--- src/rtl/seq_divider_pkg.sv ---
// Shared arithmetic-unit definitions: controller state codes, default operand
// width and the select encodings of the multi-function shift registers.
package seq_divider_pkg;

    localparam int DEF_WIDTH = 8;

    // Controller states
    localparam logic [1:0] ST_IDLE = 2'b00;
    localparam logic [1:0] ST_RUN  = 2'b01;
    localparam logic [1:0] ST_DONE = 2'b10;

    // Shift-register select lines {s1, s0}, shared with the multiplier
    localparam logic [1:0] MODE_HOLD = 2'b00;
    localparam logic [1:0] MODE_LOAD = 2'b01;
    localparam logic [1:0] MODE_SHL  = 2'b10;

endpackage

--- src/rtl/div_shift_reg.sv ---
// Left-shifting multi-function register: hold, parallel load or shift left
// with shift_in entering at bit 0. shift_out exposes the MSB for chaining.
module div_shift_reg
    import seq_divider_pkg::*;
#(
    parameter int W = 8
) (
    input  logic         clock,
    input  logic         reset,
    input  logic         s1,
    input  logic         s0,
    input  logic [W-1:0] load_val,
    input  logic         shift_in,
    output logic [W-1:0] q,
    output logic         shift_out
);

    logic [W-1:0] data_q;
    logic [W-1:0] data_d;

    // Select next register contents from the mode lines (11 behaves as hold)
    always_comb begin
        data_d = data_q;
        case ({s1, s0})
            MODE_LOAD: data_d = load_val;
            MODE_SHL:  data_d = {data_q[W-2:0], shift_in};
            default:   data_d = data_q;
        endcase
    end

    // Register update with synchronous clear
    always_ff @(posedge clock) begin
        if (reset) data_q <= '0;
        else       data_q <= data_d;
    end

    assign q         = data_q;
    assign shift_out = data_q[W-1];

endmodule

--- src/rtl/seq_divider.sv ---
// Sequential unsigned restoring divider, one quotient bit per clock.
// A (WIDTH+1 bits) and Q (WIDTH bits) form a left-shifting pair; Q's MSB
// feeds A's LSB. On a restore A simply takes the shifted value through its
// shift path; on success it loads the trial difference.
module seq_divider
    import seq_divider_pkg::*;
#(
    parameter int WIDTH = DEF_WIDTH
) (
    input  logic             clock,
    input  logic             reset,
    input  logic             start,
    input  logic [WIDTH-1:0] dividend,
    input  logic [WIDTH-1:0] divisor,
    output logic             busy,
    output logic             done,
    output logic [WIDTH-1:0] quotient,
    output logic [WIDTH-1:0] remainder,
    output logic             div_by_zero
);

    localparam int CNT_W = $clog2(WIDTH + 1);

    logic [1:0]       state_q, state_d;
    logic [CNT_W-1:0] cnt_q, cnt_d;
    logic [WIDTH-1:0] m_q, m_d;
    logic [WIDTH-1:0] quo_q, quo_d;
    logic [WIDTH-1:0] rem_q, rem_d;
    logic             dbz_q, dbz_d;

    logic [1:0]       a_mode, q_mode;
    logic [WIDTH:0]   a_load;
    logic [WIDTH-1:0] q_load;
    logic [WIDTH:0]   a_val;
    logic [WIDTH-1:0] q_val;
    logic             q_msb;
    logic             a_msb;

    logic [WIDTH:0]   shifted;
    logic [WIDTH:0]   trial;
    logic             borrow;
    logic [WIDTH:0]   a_new;
    logic [WIDTH-1:0] q_new;

    // A[WIDTH] is always zero because A < M holds between iterations
    logic             top_bits_unused;
    assign top_bits_unused = ^{a_msb, a_val[WIDTH], q_val[WIDTH-1]};

    div_shift_reg #(.W(WIDTH + 1)) u_a_reg (
        .clock     (clock),
        .reset     (reset),
        .s1        (a_mode[1]),
        .s0        (a_mode[0]),
        .load_val  (a_load),
        .shift_in  (q_msb),
        .q         (a_val),
        .shift_out (a_msb)
    );

    div_shift_reg #(.W(WIDTH)) u_q_reg (
        .clock     (clock),
        .reset     (reset),
        .s1        (q_mode[1]),
        .s0        (q_mode[0]),
        .load_val  (q_load),
        .shift_in  (~borrow),
        .q         (q_val),
        .shift_out (q_msb)
    );

    // Trial subtraction on the shifted accumulator; borrow means restore
    always_comb begin
        shifted = {a_val[WIDTH-1:0], q_msb};
        trial   = shifted - {1'b0, m_q};
        borrow  = trial[WIDTH];
        a_new   = borrow ? shifted : trial;
        q_new   = {q_val[WIDTH-2:0], ~borrow};
    end

    // Controller: operand capture, iteration count and result write-back
    always_comb begin
        state_d = state_q;
        cnt_d   = cnt_q;
        m_d     = m_q;
        quo_d   = quo_q;
        rem_d   = rem_q;
        dbz_d   = dbz_q;
        a_mode  = MODE_HOLD;
        q_mode  = MODE_HOLD;
        a_load  = '0;
        q_load  = '0;
        case (state_q)
            ST_IDLE, ST_DONE: begin
                state_d = ST_IDLE;
                if (start) begin
                    m_d    = divisor;
                    cnt_d  = '0;
                    a_mode = MODE_LOAD;
                    a_load = '0;
                    q_mode = MODE_LOAD;
                    q_load = dividend;
                    if (divisor == '0) begin
                        state_d = ST_DONE;
                        quo_d   = '1;
                        rem_d   = dividend;
                        dbz_d   = 1'b1;
                    end else begin
                        state_d = ST_RUN;
                    end
                end
            end
            ST_RUN: begin
                a_mode = borrow ? MODE_SHL : MODE_LOAD;
                a_load = trial;
                q_mode = MODE_SHL;
                cnt_d  = cnt_q + CNT_W'(1);
                if (cnt_q == CNT_W'(WIDTH - 1)) begin
                    state_d = ST_DONE;
                    quo_d   = q_new;
                    rem_d   = a_new[WIDTH-1:0];
                    dbz_d   = 1'b0;
                end
            end
            default: state_d = ST_IDLE;
        endcase
    end

    // Controller and result registers
    always_ff @(posedge clock) begin
        if (reset) begin
            state_q <= ST_IDLE;
            cnt_q   <= '0;
            m_q     <= '0;
            quo_q   <= '0;
            rem_q   <= '0;
            dbz_q   <= 1'b0;
        end else begin
            state_q <= state_d;
            cnt_q   <= cnt_d;
            m_q     <= m_d;
            quo_q   <= quo_d;
            rem_q   <= rem_d;
            dbz_q   <= dbz_d;
        end
    end

    assign busy        = (state_q == ST_RUN);
    assign done        = (state_q == ST_DONE);
    assign quotient    = quo_q;
    assign remainder   = rem_q;
    assign div_by_zero = dbz_q;

endmodule

--- config.mk ---
export PLATFORM = sky130hd
export DESIGN_NAME = seq_divider
export DESIGN_NICKNAME = d
export VERILOG_FILES = /design/src/rtl/seq_divider_pkg.sv /design/src/rtl/div_shift_reg.sv /design/src/rtl/seq_divider.sv
export SDC_FILE = /design/constraint.sdc
export NUM_CORES = 1
export LEC_CHECK = 0
export ABC_AREA = 1
export CELL_PAD_IN_SITES_DETAIL_PLACEMENT = 2
export CELL_PAD_IN_SITES_GLOBAL_PLACEMENT = 2
export CORE_MARGIN = 2
export CORE_UTILIZATION = 33
export CTS_BUF_LIST = sky130_fd_sc_hd__clkbuf_4 sky130_fd_sc_hd__clkbuf_8
export DETAILED_ROUTE_END_ITERATION = 8
export GPL_TIMING_DRIVEN = 0
export PLACE_DENSITY_LB_ADDON = 0.05
export SYNTH_ARGS = -nofsm -noshare
export SYNTH_HDL_FRONTEND = slang
export SYNTH_HIERARCHICAL = 1
export SYNTH_SLANG_ARGS = --single-unit
--- constraint.sdc ---
create_clock -name clock -period 4.4 [get_ports clock]
set_input_delay 0.44 -clock clock [delete_from_list [all_inputs] [get_ports clock]]
set_output_delay 0.44 -clock clock [all_outputs]
set_load 0.05 [all_outputs]
# Yosys cells after proc, flatten, opt, wreduce, memory -nomap -nowiden
# Index checks and enable logic that the tools add are counted.
[word_totals] output_inout_bits=19 input_bits=19 ff_bits=47 wordCells=58
[classes] n_eq_ne=10 n_addsub=2 reduce_logical=9 n_mux=28 n_bitwise=1
[op_table] operator="2-to-1 mux 8 bit" n=10
[op_table] operator="case mux 8 bit (2 select lines)" n=4
[op_table] operator="case mux 2 bit (2 select lines)" n=3
[op_table] operator="subtractor 9 x 8 -> 9 bit" n=1
[op_table] operator="zero test 8 bit" n=1
[op_table] operator="2-to-1 mux 2 bit" n=4
[op_table] operator="case mux 4 bit (2 select lines)" n=1
[op_table] operator="equality test 2 x 1 -> 1 bit (second input constant)" n=3
[op_table] operator="equality test 2 bit (second input constant)" n=3
[op_table] operator="nonzero test 2 bit" n=3
[op_table] operator="adder 4 x 1 -> 4 bit (second input constant)" n=1
[op_table] operator="equality test 4 x 3 -> 1 bit (second input constant)" n=1
[op_table] operator="2-to-1 mux 1 bit" n=4
[op_table] operator="2-to-1 mux 4 bit" n=1
[op_table] operator="inequality test 2 bit (second input constant)" n=2
[op_table] operator="AND reduction 2 bit" n=2
[op_table] operator="AND reduction 4 bit" n=1
[op_table] operator="zero test 2 bit" n=1
[op_table] operator="inequality test 2 x 1 -> 1 bit (second input constant)" n=1
[op_table] operator="case mux 1 bit (2 select lines)" n=1
[op_table] operator="OR reduction 2 bit" n=1
[op_table] operator="inverter 1 bit" n=1

# Logic depth before layout (Yosys ltp)
# Gate-level depths: netlist (run 1).
[depth] depth_word=5 mapped_depth=19 mapped_depth_nobuf=17

# Hierarchy
# The synthesis (run 1) kept the hierarchy.
[by_module_without_submodules] mod="seq_divider" n_inst=1 cells_per_inst=301 area_each_um2=1896.8 seq_area_each_um2=620.6
[by_module_without_submodules] mod="div_shift_reg (u_a_reg)" n_inst=1 cells_per_inst=80 area_each_um2=495.5 seq_area_each_um2=180.2
[by_module_without_submodules] mod="div_shift_reg (u_q_reg)" n_inst=1 cells_per_inst=72 area_each_um2=454.2 seq_area_each_um2=160.2

# Worst setup path before layout (run 1)
# No wires, ideal clock.
[synth_timing] path_type="register to register" start="reg u_q_reg.data_q[7], in the netlist u_q_reg/q[7]" end="reg u_a_reg.data_q[3], in the netlist u_a_reg/q[3]" period_less_slack_ns=2.471 path_buffers=1 slack_ns=1.929 arrival_time_ns=2.354 setup_ns=0.117 t_required_ns=4.283 stages_incl_launch_ff=19 path_cell_list="dfxtp_1 -> inv_1 -> ha_1 -> inv_1 -> fa_1 -> nand2_1 -> nand2_1 -> nand3_1 -> nand2_1 -> nand2_1 -> nand2_1 -> o21ai_0 -> inv_1 -> ha_1 -> inv_2 -> buf_4 -> nand2_1 -> nor2_1 -> nor2_1"
[synth_between] elab_chain_cells=5 word_cells_on_any_way=8 classes_between="1 x add/sub; 2 x eq/ne; 4 x mux; 1 x reduce/logical"
[synth_rtl] element="start: declaration" line="div_shift_reg.sv:18" text="logic [W-1:0] data_q;"
[synth_rtl] element="start signal: assignment" line="div_shift_reg.sv:34" text="else data_q <= data_d;"
[synth_rtl] element="subtractor 9 x 8 -> 9 bit (*)" line="seq_divider.sv:74" text="trial = shifted - {1'b0, m_q};"
[synth_rtl] element="2-to-1 mux 2 bit (*)" line="seq_divider.sv:113" text="a_mode = borrow ? MODE_SHL : MODE_LOAD;"
[synth_rtl] element="case mux 2 bit (2 select lines) (*)" line="seq_divider.sv:92" text="case (state_q)"
[synth_rtl] element="net a_mode[0]" line="seq_divider.sv:31" text="logic [1:0] a_mode, q_mode;"
[synth_rtl] element="equality test 2 bit / equality test 2 x 1 -> 1 bit (equally long branches)" line="div_shift_reg.sv:24" text="case ({s1, s0})"
[synth_rtl] element="case mux 8 bit (2 select lines) / nonzero test 2 bit (equally long branches)"
[synth_rtl] element="end signal: assignment" line="div_shift_reg.sv:34"
[synth_rtl] element="end: declaration" line="div_shift_reg.sv:18"
# Mark *: on every way through the listed nets, which the timed path passes. The rest lies on a longest branch.
# A chain may end at the register's enable or synchronous reset.

# Final worst setup path (run 1)
[layout_timing] start="reg u_q_reg.data_q[7], in the netlist u_q_reg/q[7]" end="reg u_a_reg.data_q[3], in the netlist u_a_reg/q[3]"
[layout_between] elab_chain_cells=5 word_cells_on_any_way=8 classes_between="1 x add/sub; 2 x eq/ne; 4 x mux; 1 x reduce/logical"
[layout_rtl] element="subtractor 9 x 8 -> 9 bit (*)" line="seq_divider.sv:74"
[layout_rtl] element="2-to-1 mux 2 bit" line="seq_divider.sv:113"
[layout_rtl] element="case mux 2 bit (2 select lines)" line="seq_divider.sv:92"
[layout_rtl] element="equality test 2 bit / equality test 2 x 1 -> 1 bit (equally long branches)" line="div_shift_reg.sv:24"
[layout_rtl] element="case mux 8 bit (2 select lines) / nonzero test 2 bit (equally long branches)"
# Mark *: on every way between the ends. The rest lies on a longest branch, timed or not.

==> impl_metrics.env, run 1 <==
export IMPL_outcome="complete, no violations"
export IMPL_grt_pass1_vias=3191
export IMPL_io_pins=38
export IMPL_dr_pass1_iters=4
export IMPL_nFillCells=1026
export IMPL_critPathLaunchType="register"
export IMPL_drcViolationCount=0
export IMPL_final_antenna_net_count=0
export IMPL_hold_start="m_q[2]$_SDFFE_PP0P_"
export IMPL_critPathCaptureType="register"
export IMPL_post_cts_buffers=0
export IMPL_hp_class="register to register"
export IMPL_wl_met1_um=4157
export IMPL_syn_to_final_growth_pct=21.23
export IMPL_core_area_sq_mm=0.008175
export IMPL_hpwl_um=7419
export IMPL_viasPerCell=4.872
export IMPL_clockBufferDepth=2
export IMPL_rsz0062_at_grt="no"
export IMPL_cpMostUsedCell="nand2_1"
export IMPL_cts_tree="built"
export IMPL_top_layer="met4"
export IMPL_wl_met3_um=185
export IMPL_antenna_cells=0
export IMPL_rr_worst_depth=18
export IMPL_syn_instance_count=443
export IMPL_drt_wirelength_per_cell_um=15.72
export IMPL_critical_path_depth=18
export IMPL_finalClockSkew_ns=0.007637
export IMPL_timing_hold_ws_ns=0.4810
export IMPL_maxCapViolCount=0
export IMPL_cpMaxStageDelayCell="fa_1"
export IMPL_clk_pin_slew_ns=0.09
export IMPL_crit_type="register to register"
export IMPL_totalPowerFinal_w=0.001689
export IMPL_rows=33
export IMPL_chipWidth_um=95.81
export IMPL_cts_resized=0
export IMPL_seq_area_sq_um=940.9
export IMPL_clock_latency_ns=0.31
export IMPL_grt_ovfl_total=0
export IMPL_htree_num_levels=2
export IMPL_nets=517
export IMPL_synth_avg_cell_area_sq_um=6.279
export IMPL_setup_tns_ns=0
export IMPL_setup_violations=0
export IMPL_cp_endpoint="u_a_reg/q[3]$_SDFFE_PP0P_"
export IMPL_cts_num_sinks=47
export IMPL_drive_gt1_share_pct=7.803
export IMPL_portBuffers=36
export IMPL_initial_core_util_pct=34.02
export IMPL_hold_viol=0
export IMPL_die_area_sq_mm=0.009179
export IMPL_fin_crit_ns=3.007
export IMPL_crit_family="simple AND/OR/NAND/NOR gates"
export IMPL_critPathRequiredTime_ns=4.60
export IMPL_grt_max_degree=15
export IMPL_r2r_slack_ns=1.39
export IMPL_reg2reg_to="u_a_reg/q[3]$_SDFFE_PP0P_"
export IMPL_cpPeakStageDelay_ns=0.38
export IMPL_vias=2884
export IMPL_path_cells="inv_1, ha_1, inv_1, fa_1, nand2_1, nand2_1, nand3_1, nand2_1, nand2_1, nand2_1, nand2_2, inv_1, ha_1, inv_2, buf_4, nand2_1, nor2_1, nor2_1"
export IMPL_yosysWarnings=6
export IMPL_worstSetupStartpoint="u_q_reg/q[7]$_SDFFE_PP0P_"
export IMPL_detail_route_iter0_violations=86
export IMPL_finalMaxSlewViolations=0
export IMPL_fmax_mhz=332.6
export IMPL_syn_num_nets=474
export IMPL_hold_buffers=0
export IMPL_final_util_pct=41.25
export IMPL_power_density_mw_per_mm2=501.0
export IMPL_grt_pass1_wl_um=15720
export IMPL_dp_cells=584
export IMPL_reg2reg_from="u_q_reg/q[7]$_SDFFE_PP0P_"
export IMPL_place_gp_congestion=0.8164
export IMPL_cp_arrival_ns=3.20
export IMPL_multiInputGateArea_sq_mm=0.001478
export IMPL_cts_buffers=5
export IMPL_grt_total_usage_pct=22.18
export IMPL_cts_root_buf="clkbuf_8"
export IMPL_leakage_nw=1.552
export IMPL_netlist_area_sq_mm=0.002781
export IMPL_antenna_found_initial=0
export IMPL_path_buf_inv=5
export IMPL_worst_path_max_fanout=9
export IMPL_wl_um=9305
export IMPL_vdd_drop_max_mv=0.1383
export IMPL_min_period_over_period_pct=68.33
export IMPL_met2_length_um=4839
export IMPL_worst_pin_slew_ns=0.5906
export IMPL_fp_dieH_um=95.81
export IMPL_final_cells=592
export IMPL_relSlewSlack_pct=60.63
==> worst reg2reg max path, cell delays in order, from the launching register on <==
cell and delay, ns:
dfxtp_1 0.35, inv_1 0.09, ha_1 0.14, inv_1 0.07
fa_1 0.39, nand2_1 0.09, nand2_1 0.13, nand3_1 0.16
nand2_1 0.08, nand2_1 0.08, nand2_1 0.19, nand2_2 0.20
inv_1 0.06, ha_1 0.30, inv_2 0.15, buf_4 0.19
nand2_1 0.07, nor2_1 0.10, nor2_1 0.05
==> report_power, final <==
part / internal (W) / leakage (nW) / switching, W
logic: 0.000280 / 1.11 / 0.000568
registers: 0.000487 / 0.386 / 0.0000633
clock network: 0.000135 / 0.0519 / 0.000156
total: 0.000902 / 1.55 / 0.000787
==> layout by cell type (no fill, tap or decap), drive strengths merged <==
cell           count
nand4              1
a211oi             1
a21oi             28
nor2             113
o21ai             38
buf               11
nand3             19
o22ai              5
clkinv             2
nand2             99
fa                 1
dfxtp             47
clkbuf            10
or2                1
ha                11
inv               64
clkdlybuf4s50     36
==> layer usage <==
| metal | GRT usage [%] | vias up |
|---|---|---|
| li1 | - | 1455 |
| met1 | 26.75 | 1395 |
| met4 | 5.357 | 0 |
| met5 | 0 | - |
| met3 | 3.289 | 9 |
| met2 | 41.08 | 25 |
==> state kept, by name, indices dropped and copies added, names as in the netlist <==
register     flops
u_a_reg/q        8
m_q              8
quotient         8
u_q_reg/q        8
remainder        8
state_q          2
cnt_q            4
div_by_zero      1
==> how the worst min path moves through the flow <==
stage                          endpoint  slack [ns]  cells after the start
2_1_floorplan       m_q[2]$_SDFFE_PP0P_        0.43                      2
3_3_place_gp        m_q[4]$_SDFFE_PP0P_        0.45                      2
3_5_place_dp   quotient[4]$_SDFFE_PP0P_        0.47                      2
4_1_cts             m_q[5]$_SDFFE_PP0P_        0.49                      2
5_1_grt             m_q[2]$_SDFFE_PP0P_        0.51                      2
6_report            m_q[2]$_SDFFE_PP0P_        0.48                      2
==> cell type report <==
class	instances	area share (%)
multi-input cells	317	43.82
flip-flops and latches	47	27.90
well taps	105	3.896
inverters	65	7.310
clock inverters	1	0.2597
repair buffers	36	10.69
clock buffers	7	2.672
plain buffers	14	3.451
==> through the flow <==
step	setup slack [ns]	area, sq um
after detailed placement	1.411	3273
after global placement	1.545	3273
after floorplan	1.961	2781
final	1.393	3372
after CTS	1.342	3372
after global routing	1.055	3372
Note: power is estimated with default switching activity, not from simulation.
==> run 2: changes to the inputs <==
--- a/config.mk
+++ b/config.mk
@@ -9,7 +9,7 @@
 export CELL_PAD_IN_SITES_DETAIL_PLACEMENT = 2
 export CELL_PAD_IN_SITES_GLOBAL_PLACEMENT = 2
 export CORE_MARGIN = 2
-export CORE_UTILIZATION = 33
+export CORE_UTILIZATION = 27
 export CTS_BUF_LIST = sky130_fd_sc_hd__clkbuf_4 sky130_fd_sc_hd__clkbuf_8
 export DETAILED_ROUTE_END_ITERATION = 8
 export GPL_TIMING_DRIVEN = 0
==> constraint.sdc (replaced) <==
create_clock -name clock -period 2.5 [get_ports clock]
set_input_delay 0.25 -clock clock [delete_from_list [all_inputs] [get_ports clock]]
set_output_delay 0.25 -clock clock [all_outputs]
set_load 0.05 [all_outputs]
==> impl_metrics.env, run 2 (synthesis results as in run 1) <==
export IMPL_clockBufferDepth=2
export IMPL_vdd_drop_max_mv=0.3821
export IMPL_drcViolationCount=0
export IMPL_wl_um=9702
export IMPL_hold_start="start"
export IMPL_grt_max_degree=17
export IMPL_final_cell_mix="nor2_1 (104), nand2_1 (90), inv_1 (56), dfxtp_1 (43), clkdlybuf4s50_1 (35)"
export IMPL_grt_ovfl_total=0
export IMPL_clk_pin_slew_ns=0.10
export IMPL_dpl_cell_area_sq_mm=0.003312
export IMPL_cts_tree="built"
export IMPL_antenna_cells=0
export IMPL_cts_num_sinks=47
export IMPL_io_pins=38
export IMPL_portBuffers=36
export IMPL_final_util_pct=35.69
export IMPL_worstHoldPathCells=5
export IMPL_relSlewSlack_pct=61.29
export IMPL_critPathRequiredTime_ns=2.71
export IMPL_r2r_slack_ns=0.1
export IMPL_cts_buffers=5
export IMPL_reg2reg_to="u_a_reg/q[5]$_SDFFE_PP0P_"
export IMPL_final_cells=633
export IMPL_viasPerCell=4.611
export IMPL_grt_total_usage_pct=18.21
export IMPL_worst_path_max_fanout=8
export IMPL_grt_pass1_vias=3112
export IMPL_fin_crit_ns=2.402
export IMPL_final_common_cell="nor2_1"
export IMPL_drive_gt1_share_pct=15.09
export IMPL_nets=527
export IMPL_rr_worst_depth=14
export IMPL_hp_class="primary input to register"
export IMPL_drt_wirelength_per_cell_um=15.33
export IMPL_hpwl_um=7574
export IMPL_grt_pass1_wl_um=15970
export IMPL_dr_pass1_iters=4
export IMPL_setup_violations=0
export IMPL_leakage_nw=1.635
export IMPL_min_period_over_period_pct=96.08
export IMPL_reg2reg_from="u_a_reg/q[2]$_SDFFE_PP0P_"
export IMPL_cts_root_buf="clkbuf_8"
export IMPL_initial_core_util_pct=27.43
export IMPL_hold_viol=0
export IMPL_finalMaxSlewViolations=0
export IMPL_rows=37
export IMPL_stdcell_area_sq_mm=0.003618
export IMPL_rsz0062_at_grt="yes"
export IMPL_finalClockSkew_ns=0.007108
export IMPL_final_antenna_net_count=0
export IMPL_cpMaxStageDelayCell="dfxtp_1"
export IMPL_fmax_mhz=416.3
export IMPL_critPathLaunchType="register"
export IMPL_die_area_sq_mm=0.01113
export IMPL_crit_type="register to register"
export IMPL_core_area_sq_mm=0.01014
export IMPL_whs_endpoint="state_q[0]$_SDFFE_PP0N_"
export IMPL_dp_cells=615
export IMPL_htree_num_levels=2
export IMPL_chipWidth_um=105.5
export IMPL_maxCapViolCount=0
export IMPL_vias=2919
export IMPL_clock_latency_ns=0.30
export IMPL_detail_route_iter0_violations=59
export IMPL_fp_dieH_um=105.5
export IMPL_path_cells="ha_1, or2_1, nand3_4, nand2_2, nand2_2, nand2_4, o21ai_2, inv_2, ha_4, inv_8, buf_4, nand2_1, nor2_1, nor2_1"
export IMPL_worst_pin_slew_ns=0.5807
export IMPL_antenna_found_initial=0
export IMPL_cpPeakStageDelay_ns=0.45
export IMPL_place_gp_congestion=0.7671
export IMPL_cp_arrival_ns=2.61
export IMPL_power_density_mw_per_mm2=945.9
export IMPL_syn_to_final_growth_pct=30.09
export IMPL_outcome="complete, no violations"
export IMPL_critPathCaptureType="register"
==> run 2: worst max-delay path by stage <==
| stage | start | endpoint | slack (ns) | cells after the start |
|---|---|---|---|---|
| 6_report | u_a_reg/q[2]$_SDFFE_PP0P_ | u_a_reg/q[5]$_SDFFE_PP0P_ | 0.1 | 14 |
| 5_1_grt | u_q_reg/q[7]$_SDFFE_PP0P_ | u_a_reg/q[4]$_SDFFE_PP0P_ | -0.04 | 18 |
| 4_1_cts | u_q_reg/q[7]$_SDFFE_PP0P_ | u_a_reg/q[5]$_SDFFE_PP0P_ | -0.01 | 17 |
| 3_5_place_dp | u_q_reg/q[7]$_SDFFE_PP0P_ | u_a_reg/q[3]$_SDFFE_PP0P_ | -0.56 | 18 |
| 3_3_place_gp | u_q_reg/q[7]$_SDFFE_PP0P_ | u_a_reg/q[3]$_SDFFE_PP0P_ | -0.41 | 18 |
| 2_1_floorplan | u_q_reg/q[7]$_SDFFE_PP0P_ | u_a_reg/q[3]$_SDFFE_PP0P_ | 0.06 | 18 |
==> run 2: area by class of cell <==
type	instances	area [sq um]
multi-input combinational	317	1594
sequential	47	945.9
inverter	65	254.0
clock buffer	7	96.34
timing repair buffer	47	445.4
clock inverter	1	7.507
tap	136	170.2
buffer	13	105.1
fill	1230	6520
==> run 2: routing by layer <==
layer | GRT usage [%] | vias to the layer above | part of all wire, %
met1 | 22.54 | 1422 | 45
li1 | - | 1476 | -
met5 | 0 | - | 0
met3 | 2.350 | 5 | 1.2
met4 | 3.102 | 0 | 0.67
met2 | 33.92 | 16 | 53
==> run 2: critical path: cells and delay by family, from the launching register on <==
family,cells,cell delay (ns)
AND/OR/NAND/NOR,8,0.91
adder cells (fa/ha/maj),2,0.57
flip-flops,1,0.45
buffers and inverters,3,0.25
AO/OA/AOI/OAI,1,0.13
==> run 2: power breakdown <==
part | leakage (nW) | total (W) | switching (W) | internal, W
Combinational | 1.20 | 0.00191 | 0.00118 | 0.000729
Clock | 0.0505 | 0.000537 | 0.000284 | 0.000253
Sequential | 0.387 | 0.000981 | 0.000120 | 0.000861
==> run 2: stage by stage <==
stage / hold WS [ns] / setup TNS, ns / worst slack (ns) / power, W
3_5_place_dp: 0.4695 / -4.191 / -0.5609 / 0.002498
5_1_grt: 0.3642 / -0.08232 / -0.03687 / 0.003736
4_1_cts: 0.3607 / -0.01902 / -0.009891 / 0.003310
3_3_place_gp: 0.4570 / -2.874 / -0.4081 / 0.002415
2_1_floorplan: 0.3849 / 0 / 0.06074 / 0.002015
6_report: 0.3753 / 0 / 0.09791 / 0.003423
==> run 2: timing repair <==
action | in CTS | in global routing
gates resized for setup | 29 | 17
setup buffers | 7 | 3
pin swaps | 6 | 6
setup endpoints to repair | 8 | 9
hold buffers | 0 | 0
gates cloned | 1 | 0
